**src/rtl/pipe_pkg.sv**
```systemverilog
// pipe_pkg: shared slot state encoding and occupancy width helper for the skid pipeline
package pipe_pkg;
   typedef enum logic [1:0] {EMPTY, BUSY, FULL} slot_state_t;
   function automatic int occ_w(input int depth);
      return $clog2(2 * depth + 1);
   endfunction
endpackage

```
**src/rtl/pipe_skid_slot.sv**
```systemverilog
// pipe_skid_slot: one pipeline slot with a main and a skid register and a registered ready
module pipe_skid_slot import pipe_pkg::*; #(
   parameter int CTRL_W = 8,
   parameter int DATA_W = 96
) (
   input  logic              clk_i,
   input  logic              rst_ni,
   input  logic              flush_i,
   input  logic              in_valid_i,
   output logic              in_ready_o,
   input  logic [CTRL_W-1:0] in_ctrl_i,
   input  logic [DATA_W-1:0] in_data_i,
   output logic              out_valid_o,
   input  logic              out_ready_i,
   output logic [CTRL_W-1:0] out_ctrl_o,
   output logic [DATA_W-1:0] out_data_o
);
   localparam int W = CTRL_W + DATA_W;
   slot_state_t  state_q;
   logic         ready_q;
   logic [W-1:0] main_q, skid_q, in_w;
   logic         acc, drn;
   assign in_w        = {in_ctrl_i, in_data_i};
   assign out_valid_o = state_q != EMPTY;
   assign in_ready_o  = ready_q;
   assign acc         = in_valid_i & ready_q;
   assign drn         = out_valid_o & out_ready_i;
   assign {out_ctrl_o, out_data_o} = main_q;
   // ready_q mirrors "skid will be empty after this edge"; held low through reset
   always_ff @(posedge clk_i or negedge rst_ni) begin
      if (!rst_ni) begin
         state_q <= EMPTY;
         ready_q <= 1'b0;
         main_q  <= '0;
         skid_q  <= '0;
      end else if (flush_i) begin
         state_q <= EMPTY;
         ready_q <= 1'b1;
      end else begin
         ready_q <= (state_q != FULL) || drn;
         case (state_q)
            EMPTY: if (acc) begin
               state_q <= BUSY;
               main_q  <= in_w;
            end
            BUSY: if (acc && !drn) begin
               state_q <= FULL;
               skid_q  <= in_w;
               ready_q <= 1'b0;
            end else if (acc) begin
               main_q <= in_w;
            end else if (drn) begin
               state_q <= EMPTY;
            end
            FULL: if (drn) begin
               state_q <= BUSY;
               main_q  <= skid_q;
            end
            default: state_q <= EMPTY;
         endcase
      end
   end
endmodule

```
**src/rtl/pipe_skid_stage.sv**
```systemverilog
// pipe_skid_stage: DEPTH chained skid slots with occupancy count and bubble-gated outputs
module pipe_skid_stage import pipe_pkg::*; #(
   parameter  int CTRL_W = 8,
   parameter  int DATA_W = 96,
   parameter  int DEPTH  = 1,
   localparam int OCC_W  = occ_w(DEPTH)
) (
   input  logic              clk_i,
   input  logic              rst_ni,
   input  logic              flush_i,
   input  logic              in_valid_i,
   output logic              in_ready_o,
   input  logic [CTRL_W-1:0] in_ctrl_i,
   input  logic [DATA_W-1:0] in_data_i,
   output logic              out_valid_o,
   input  logic              out_ready_i,
   output logic [CTRL_W-1:0] out_ctrl_o,
   output logic [DATA_W-1:0] out_data_o,
   output logic [OCC_W-1:0]  occupancy_o
);
   logic              v [DEPTH+1];
   logic              r [DEPTH+1];
   logic [CTRL_W-1:0] c [DEPTH+1];
   logic [DATA_W-1:0] d [DEPTH+1];
   logic [OCC_W-1:0]  occ_q, occ_d;
   logic              acc, drn;
   assign v[0]     = in_valid_i;
   assign c[0]     = in_ctrl_i;
   assign d[0]     = in_data_i;
   assign r[DEPTH] = out_ready_i;
   for (genvar i = 0; i < DEPTH; i++) begin : g_slot
      pipe_skid_slot #(.CTRL_W(CTRL_W), .DATA_W(DATA_W)) u_slot (
         .clk_i       (clk_i),
         .rst_ni      (rst_ni),
         .flush_i     (flush_i),
         .in_valid_i  (v[i]),
         .in_ready_o  (r[i]),
         .in_ctrl_i   (c[i]),
         .in_data_i   (d[i]),
         .out_valid_o (v[i+1]),
         .out_ready_i (r[i+1]),
         .out_ctrl_o  (c[i+1]),
         .out_data_o  (d[i+1])
      );
   end
   assign acc         = in_valid_i & r[0];
   assign drn         = v[DEPTH] & out_ready_i;
   assign occ_d       = flush_i ? '0 : occ_q + OCC_W'(acc) - OCC_W'(drn);
   assign in_ready_o  = r[0];
   assign out_valid_o = v[DEPTH];
   assign out_ctrl_o  = v[DEPTH] ? c[DEPTH] : '0;
   assign out_data_o  = v[DEPTH] ? d[DEPTH] : '0;
   assign occupancy_o = occ_q;
   always_ff @(posedge clk_i or negedge rst_ni) begin
      if (!rst_ni) occ_q <= '0;
      else         occ_q <= occ_d;
   end
endmodule

```
**config.mk**
```make
export PLATFORM = sky130hd
export DESIGN_NAME = pipe_skid_stage
export DESIGN_NICKNAME = d
export VERILOG_FILES = /design/src/rtl/pipe_pkg.sv /design/src/rtl/pipe_skid_slot.sv /design/src/rtl/pipe_skid_stage.sv
export SDC_FILE = /design/constraint.sdc
export NUM_CORES = 1
export LEC_CHECK = 0
export CORE_MARGIN = 3
export CORE_UTILIZATION = 40
export DETAILED_ROUTE_END_ITERATION = 12
export GPL_ROUTABILITY_DRIVEN = 0
export PLACE_DENSITY = 0.75
export SLEW_MARGIN = 30
export SYNTH_ARGS = -nofsm -noshare
export SYNTH_HDL_FRONTEND = slang
export SYNTH_SLANG_ARGS = --single-unit
```
**constraint.sdc**
```tcl
create_clock -name clk_i -period 2.9 [get_ports clk_i]
set_clock_uncertainty 0.1 [all_clocks]
set_input_delay 0.435 -clock clk_i [delete_from_list [all_inputs] [get_ports clk_i]]
set_output_delay 0.435 -clock clk_i [all_outputs]
set_load 0.02 [all_outputs]
```
Yosys cells after proc, flatten, opt, wreduce, memory -nomap -nowiden. Cells that the tools add are included.

Add/subtract/negate cells: 2. Equal/unequal tests: 9. Multiplexer cells: 17. Bitwise operators: 3. Reductions and logical operators: 9.

Operator list (count): 2-to-1 mux 104 bit (3); case mux 104 bit (3 select lines) (1); 2-to-1 mux 96 bit (1); 2-to-1 mux 2 bit (7); 2-to-1 mux 8 bit (1); inequality test 4 x 3 -> 1 bit (second input constant) (2); AND reduction 4 bit (2); inequality test 2 bit (second input constant) (3); inequality test 3 bit (second input constant) (2); case mux 2 bit (3 select lines) (1); 2-to-1 mux 1 bit (3); AND reduction 3 bit (1); nonzero test 3 bit (1); adder 2 x 1 -> 2 bit (1); bitwise AND 1 bit (2); == test 2 x 1 -> 1 bit (second input constant) (1); == test 2 bit (second input constant) (1); zero test 2 bit (1); nonzero test 2 bit (1); subtractor 2 x 1 -> 2 bit (1); logical AND 1 bit (1); zero test 1 bit (1); logical OR 1 bit (1); NOT 1 bit (1).

Register bits: 213. Output and inout bits: 108. Word-level logic and storage cells: 45.

Longest topological paths before layout. Gate-level depths: netlist of the first run.

Depth after elaboration: 7. Mapped depth: 11.

Cells and area by module. A second synthesis of the first run with hierarchy kept.

Cells, all modules: 815. Area total of the unflattened synthesis: 9703.1 um2.

By module, submodules not included: pipe_skid_slot (instances 1, cells each 690, area an instance 8838.5 um2, sequential area each 5280.1 um2); pipe_skid_stage (instances 1, cells each 125, area an instance 864.6 um2, sequential area each 50.0 um2).

Worst setup path before layout of the first run. No wires, ideal clock.

Path kind: flip-flop to flip-flop. From: register g_slot[0].u_slot.state_q[0]. To: register g_slot[0].u_slot.main_q[43]. Data arrival time: 2.521 ns. Required time: 2.675 ns. Path slack: 0.154 ns. Cell stages (with the launch flop): 12. Path buffers: 4. Cells stage by stage: dfrtp_1 -> or2_2 -> clkbuf_1 -> buf_1 -> and2_1 -> inv_1 -> ha_1 -> nor2b_1 -> a221oi_2 -> buf_4 -> buf_6 -> mux2_2.

Word-level cells in the longest chain between the ends: 6.

Ends and longest elaborated chain: start: declaration (RTL line pipe_skid_slot.sv:19) `slot_state_t state_q;`; start signal: assignment (RTL line pipe_skid_slot.sv:32) `state_q <= EMPTY;`; start signal: assignment (RTL line pipe_skid_slot.sv:37) `state_q <= EMPTY;`; start signal: assignment (RTL line pipe_skid_slot.sv:43) `state_q <= BUSY;`; nonzero test 2 bit (RTL line pipe_skid_slot.sv:24) `assign out_valid_o = state_q != EMPTY;`; bitwise AND 1 bit (RTL line pipe_skid_slot.sv:27) `assign drn = out_valid_o & out_ready_i;`; zero test 1 bit (RTL line pipe_skid_slot.sv:46) `BUSY: if (acc && !drn) begin`; logical AND 1 bit (RTL line pipe_skid_slot.sv:46); inequality test 2 bit (no line); AND reduction 4 bit (no line); end signal: assignment (RTL line pipe_skid_slot.sv:44) `main_q <= in_w;`; end signal: assignment (RTL line pipe_skid_slot.sv:51) `main_q <= in_w;`; end signal: assignment (RTL line pipe_skid_slot.sv:57) `main_q <= skid_q;`; end: declaration (RTL line pipe_skid_slot.sv:21) `logic [W-1:0] main_q, skid_q, in_w;`.

Several ways; a longest one is shown, not always the timed one. A chain may end at the register's enable or synchronous reset.

Worst setup path in the final report of the first run.
From: register g_slot[0].u_slot.state_q[1]. To: output out_data_o[18].

Word-level cells in the longest chain between the ends: 2.

Ends and longest elaborated chain: nonzero test 2 bit (RTL line pipe_skid_slot.sv:24); 2-to-1 mux 96 bit (RTL line pipe_skid_stage.sv:52) `assign out_data_o = v[DEPTH] ? d[DEPTH] : '0;`; end: declaration (RTL line pipe_skid_stage.sv:18) `output logic [DATA_W-1:0] out_data_o,`.

Every way passes these cells.

==> reports/summary.txt, run 1 <==
Status = completed
CP Cell Sequence = or2_4, clkbuf_16, and2_1, clkdlybuf4s50_1
Rel. slew slack = 0.678
Setup TNS = 0 ns
Clk slew on worst S/H paths = 0.06 ns
Yosys reg bits = 213
Initial DRC count = 229
Ports = 217
Synthesis Warnings = 0
Grt ovf = 0
Mapped Cells = 704
Least-Margin Pin Slew = 0.482 ns
P_leak = 5.51 nW
Die Ht = 164 um
CTS Sinks = 213
RSZ-0062 raised after global routing = false
FFs w/ async S/R, synth = 1.00
Post-synthesis cell type count = 23
Ys flop type = dfrtp_1
Routed length per instance = 17.4 um
Antenna diode count = 0
FP Rows = 57
Layout cell share with drive strength beyond 1 = 0.356
CTS buffer count = 23
Clk buf depth = 3
Htree depth = 1
Clk_lat worst skew = 0.50 ns
Power Density = 746 mW/mm^2
Post-CTS Setup Inserts = 0
Area leader, netlist = dfrtp_1
Initial Utilization = 0.409
Pre-CTS setup slack = 0.0485 ns
DRC = 0
Max-slew violation count = 0
VDD IR-drop max = 0.000447 V
Overall Global Routing Usage = 0.159
Final setup fails = 0
Post-synthesis sequential area ratio = 0.534
TritonRoute pass-1 iters = 4
Routed Antenna Nets = 0
Initial antenna violation count = 0
Post-synth EDFFs = 0
Synthesized net count = 816
Combinational Power Share = 0.260
Critical path startpoint category = register
IO Port Bufs = 216
Synth Cell Area = 0.00998 mm^2
# fillers = 2,066
CTS root buf = clkbuf_16
Slowest cell on crit path = clkdlybuf4s50_1
CP arrival = 2.22 ns
Hold Path Class = in2async
Max Freq = 362 MHz
Post-DR vias/cell = 4.93
Drt total wl = 21,900 um
Worst setup EP type = output port
Crit-path max FO = 43
Max stage delay on crit path = 0.55 ns
Hold Violations, Final = 0
Yosys top cell area share = 0.534
CTS tree = done
Number of global-route vias before repair = 6,689
Flop pwr share = 0.439
Largest delay contributor family on the critical path = buffers and inverters
Tmin final = 2.76 ns
Largest net degree at the start of global routing = 87
Die W = 164 um
Worst EP required = 2.37 ns
Buf/Inv on CP = 2
Vias = 6,213
Setup WS post-layout = 0.140 ns
Post-Syn Area per Cell = 14.2 um^2
Worst Setup Path Type = reg2out
Core Region = 0.0244 mm^2
Area delta synth->final = 34.6%
Fin cells = 1,261
Maxcap violations = 0
NumNets Final = 1,033
DIE AREA = 0.0269 mm^2
Clock share of power = 0.300
Tcrit/Tclk final = 0.952
HPWL Detailed = 14,200 um
Main area contributors after synthesis = dfrtp_1 53%, mux2_2 31%, and2_1 6.6%
P_sw = 2.63 mW
Internal cell power = 7.39 mW
Switching power share of the total = 0.263
Global-route wire length before repair = 34,900 um
Placed Instances = 1,218
[final timing paths]
| path | slack [ns] | start | endpoint | depth (start not counted) |
|---|---|---|---|---|
| worst max register to register | 0.36 | g_slot[0].u_slot.state_q[1]$_DFFE_PN0P_ | g_slot[0].u_slot.main_q[34]$_DFFE_PN0P_ | 9 |
| worst max-delay path | 0.14 | g_slot[0].u_slot.state_q[1]$_DFFE_PN0P_ | out_data_o[18] | 4 |
| max in group asynchronous | 1.52 | rst_ni | g_slot[0].u_slot.main_q[7]$_DFFE_PN0P_ | 3 |
| worst min register to register | 0.38 | g_slot[0].u_slot.main_q[72]$_DFFE_PN0P_ | g_slot[0].u_slot.main_q[72]$_DFFE_PN0P_ | 1 |
| worst min-delay path | 0.36 | rst_ni | g_slot[0].u_slot.skid_q[59]$_DFFE_PN0P_ | 2 |
| min in group clk_i | 0.38 | g_slot[0].u_slot.main_q[72]$_DFFE_PN0P_ | g_slot[0].u_slot.main_q[72]$_DFFE_PN0P_ | 1 |
[power groups by stage]
stage / logic, mW / registers, mW / clock network, mW
2_1_floorplan: 1.67 / 4.30 / 0
3_3_place_gp: 2.56 / 4.41 / 0
3_5_place_dp: 2.62 / 4.46 / 0
4_1_cts: 2.64 / 4.41 / 3.10
5_1_grt: 2.83 / 4.54 / 3.19
6_report: 2.61 / 4.41 / 3.01
[area by class of cell]
| cell class | count | area [um^2] | area share |
|---|---|---|---|
| well taps | 324 | 405 | 0.0302 |
| clock inverters | 4 | 70.1 | 0.00522 |
| clock buffers | 37 | 718 | 0.0535 |
| repair buffers | 239 | 2520 | 0.188 |
| multi-input cells | 441 | 4380 | 0.326 |
| inverters | 3 | 11.3 | 0.000838 |
| flip-flops and latches | 213 | 5330 | 0.397 |
[per-stage QoR]
stage	utilization	instance area, um^2	hold WS [ns]	power, mW
2_1_floorplan	-	9980	0.0394	5.98
3_3_place_gp	0.516	12600	0.336	6.97
3_5_place_dp	0.516	12600	0.339	7.08
4_1_cts	0.549	13400	0.367	10.2
5_1_grt	0.551	13400	0.402	10.6
6_report	0.551	13400	0.364	10.0
[sequential cells by signal, summed over array words and instances (netlist names)]
register                  cells
g_slot.u_slot.state_q         2
g_slot.u_slot.main_q        104
occupancy_o                   2
g_slot.u_slot.skid_q        104
g_slot.u_slot.in_ready_o      1
[layer usage]
layer  part of all wire  global-route usage  vias up  wire, um
li1                   -                   -     2883         -
met1               0.45               0.213     3148      9900
met3              0.066              0.0406       23      1440
met2               0.46               0.265      159     10200
met4              0.018              0.0327        0       388
met5                  0                   0        -         0
[synthesized netlist by cell type (2+ instances only)]
| cell | n |
|---|---|
| mux2_2 | 271 |
| nand3b_1 | 3 |
| a21oi_1 | 2 |
| dfrtp_1 | 213 |
| inv_1 | 3 |
| nand2_1 | 2 |
| buf_2 | 20 |
| nor2b_1 | 3 |
| ha_1 | 3 |
| nand2b_1 | 2 |
| mux2_1 | 41 |
| and2_1 | 105 |
| a21o_1 | 2 |
| buf_6 | 11 |
| clkbuf_1 | 13 |
| nor2_1 | 2 |
| buf_4 | 2 |
[what timing repair did]
item / 4_1_cts / 5_1_grt
hold buffers: 1 / 0
endpoints found under the hold margin: 54 / 0
setup endpoints to repair: 0 / 85
resized for setup: 0 / 4
[kinds of logic after synthesis]
logic type / synth area share
flops: 0.534
xor+xnor: 0.00176
compound gates: 0.00489
mux: 0.352
simple gates: 0.0733
fa+ha+maj: 0.00376
buf+inv: 0.0303
[cells in the final DEF, fill, tap and decap left out, drive strengths merged]
cell type	instances
clkdlybuf4s50	213
a221oi	1
nor2	2
clkinv	2
a211o	1
xnor2	1
nor2b	3
and2	105
clkbuf	39
ha	3
nand2	2
inv	3
dfrtp	213
xor2	1
or2	1
a21oi	2
nand3b	3
buf	21
nand2b	2
bufinv	2
dlymetal6s2s	2
mux2	312
a21o	2
dlygate4sd3	1
(Power assumes the default switching activity.)
==> run 2: changes to the inputs <==
--- a/config.mk
+++ b/config.mk
@@ -7,6 +7,7 @@
 export LEC_CHECK = 0
 export CORE_MARGIN = 3
 export CORE_UTILIZATION = 40
+export CTS_BUF_LIST = sky130_fd_sc_hd__clkbuf_4 sky130_fd_sc_hd__clkbuf_8
 export DETAILED_ROUTE_END_ITERATION = 12
 export GPL_ROUTABILITY_DRIVEN = 0
 export PLACE_DENSITY = 0.75
==> run 2 against run 1 <==
Sequential share of layout area grew 0.21 points. Wire length grew 1.3%. Via count grew 0.95%. Core utilization down 0.27 points. Worst setup slack better by 0.012 ns. Clock-buffer cell count up 21. Critical path depth is the same. Combinational power about the same.
==> reports/summary.txt, run 2 (synthesis gave the netlist of run 1 again) <==
Vias = 6,272 (+0.95%)
Rel. slew slack = 0.678 (about the same)
Most frequent cells in the layout = 271 x mux2_2, 212 x dfrtp_1, 206 x clkdlybuf4s50_1
Worst setup EP type = output port
Max stage delay on crit path = 0.54 ns (about the same)
Drt total wl = 22,200 um (+1.3%)
Hold Path Class = in2async
Tmin final = 2.75 ns (-0.0120 ns)
CTS buffer count = 37 (+61%)
Largest delay contributor family on the critical path = buffers and inverters
Post-DR vias/cell = 4.90 (-0.47%)
Hold Worst Slack = 0.353 ns (-0.0114 ns)
DRC = 0 (unchanged)
Overall Global Routing Usage = 0.163 (+0.00309)
DIE AREA = 0.0269 mm^2 (unchanged)
Area delta synth->final = 33.9%
CP Cell Sequence = or2_4, clkbuf_16, and2_1, clkdlybuf4s50_1
Most common cell after layout, fill and taps aside = mux2_2
Critical path startpoint category = register
NumNets Final = 1,047 (+1.4%)
Die W = 164 um (unchanged)
CTS tree = done
Clk buf depth = 3 (unchanged)
Die Ht = 164 um (unchanged)
RSZ-0062 raised after global routing = false
FF-to-FF Start = g_slot[0].u_slot.state_q[1]$_DFFE_PN0P_
FP Rows = 57 (unchanged)
HPWL Detailed = 14,200 um (unchanged)
Initial DRC count = 213 (-7.0%)
Status = completed
CTS root buf = clkbuf_8
Layout cell share with drive strength beyond 1 = 0.375 (+0.0184)
Maxcap violations = 0 (unchanged)
Grt ovf = 0 (unchanged)
Largest net degree at the start of global routing = 87 (unchanged)
CTS Sinks = 213 (unchanged)
Max Freq = 364 MHz (+0.44%)
Setup TNS = 0 ns (unchanged)
Least-Margin Pin Slew = 0.483 ns (+0.000247 ns)
VDD IR-drop max = 0.000407 V (-9.0%)
Core Region = 0.0244 mm^2 (unchanged)
Global-route wire length before repair = 35,100 um (+0.69%)
Routed length per instance = 17.3 um (-0.16%)
IO Port Bufs = 216 (unchanged)
Ports = 217 (unchanged)
Largest regs = g_slot.u_slot.main_q (104), g_slot.u_slot.skid_q (104)
Clk slew on worst S/H paths = 0.06 ns (about the same)
Hold Violations, Final = 0 (unchanged)
Antenna diode count = 0 (unchanged)
Final setup fails = 0 (unchanged)
Tcrit/Tclk final = 0.948 (-0.00415)
Number of global-route vias before repair = 6,798 (+1.6%)
Start point of the critical path = g_slot[0].u_slot.state_q[1]$_DFFE_PN0P_
Initial Utilization = 0.409 (unchanged)
Slowest cell on crit path = clkdlybuf4s50_1
Power Density = 728 mW/mm^2 (-2.4%)
Buf/Inv on CP = 2 (unchanged)
Max-slew violation count = 0 (unchanged)
Clk_lat worst skew = 0.51 ns (about the same)
Worst EP required = 2.37 ns (about the same)
Routed Antenna Nets = 0 (unchanged)
Initial antenna violation count = 0 (unchanged)
Htree depth = 2 (+1)
Post-CTS Setup Inserts = 0 (unchanged)
CP arrival = 2.21 ns (about the same)
P_leak = 5.51 nW (about the same)
Crit-path max FO = 43 (unchanged)
TritonRoute pass-1 iters = 4 (unchanged)
Worst Setup Path Type = reg2out
[run 2: changes by cell type in the layout (fill, tap and decap cells not counted), sizes merged]
| cell | before | now |
|---|---|---|
| dlymetal6s2s | 2 | 0 |
| clkbuf | 39 | 60 |
| dlygate4sd2 | 0 | 9 |
| clkdlybuf4s50 | 213 | 206 |
| clkinvlp | 0 | 1 |
| clkinv | 2 | 0 |
| bufinv | 2 | 0 |
[run 2: report_power, final]
group / internal [mW] / total (mW) / switching [mW]
registers: 3.96 / 4.41 / 0.446
clock network: 1.58 / 2.73 / 1.15
logic: 1.56 / 2.60 / 1.04
[run 2: layout make-up]
cell class / instances / area (um^2)
clock buffers: 58 / 729
inverters: 3 / 11.3
flip-flops and latches: 213 / 5330
repair buffers: 239 / 2500
multi-input cells: 441 / 4380
fillers: 2093 / 11000
well taps: 324 / 405
clock inverters: 1 / 7.51
[run 2: worst paths after layout]
| path | end | depth (start not counted) | slack, ns |
|---|---|---|---|
| worst max-delay path | out_data_o[33] | 4 | 0.15 |
| worst min-delay path | g_slot[0].u_slot.skid_q[55]$_DFFE_PN0P_ | 2 | 0.35 |
| worst max register to register | g_slot[0].u_slot.skid_q[76]$_DFFE_PN0P_ | 8 | 0.40 |
| worst min register to register | g_slot[0].u_slot.main_q[72]$_DFFE_PN0P_ | 1 | 0.37 |
| max in group asynchronous | g_slot[0].u_slot.main_q[12]$_DFFE_PN0P_ | 3 | 1.54 |
| min in group clk_i | g_slot[0].u_slot.main_q[72]$_DFFE_PN0P_ | 1 | 0.37 |
[run 2: routing by layer]
layer	global-route usage	share of wire	routed length, um
met2	0.263	0.46	10100
met5	0	0	0
met3	0.0479	0.073	1610
met1	0.213	0.45	10100
met4	0.0473	0.017	371
[run 2: what timing repair did]
| action | CTS | global route |
|---|---|---|
| endpoints found under the setup margin | 9 | 77 |
| hold buffers | 1 | 0 |
| gates cloned | 0 | 1 |
| hold endpoints to repair | 54 | 0 |
| gates resized for setup | 9 | 3 |
[run 2: through the flow]
| stage | power, mW | utilization | setup WS, ns | cells | instance area [um^2] |
|---|---|---|---|---|---|
| floorplan | 5.98 | - | 0.154 | 704 | 9980 |
| global placement | 6.97 | 0.516 | 0.0973 | 1218 | 12600 |
| detailed placement | 7.08 | 0.516 | 0.0485 | 1218 | 12600 |
| CTS | 9.87 | 0.547 | 0.00305 | 1278 | 13300 |
| global route | 10.3 | 0.548 | 0.0457 | 1279 | 13400 |
| finish | 9.73 | 0.548 | 0.152 | 1279 | 13400 |
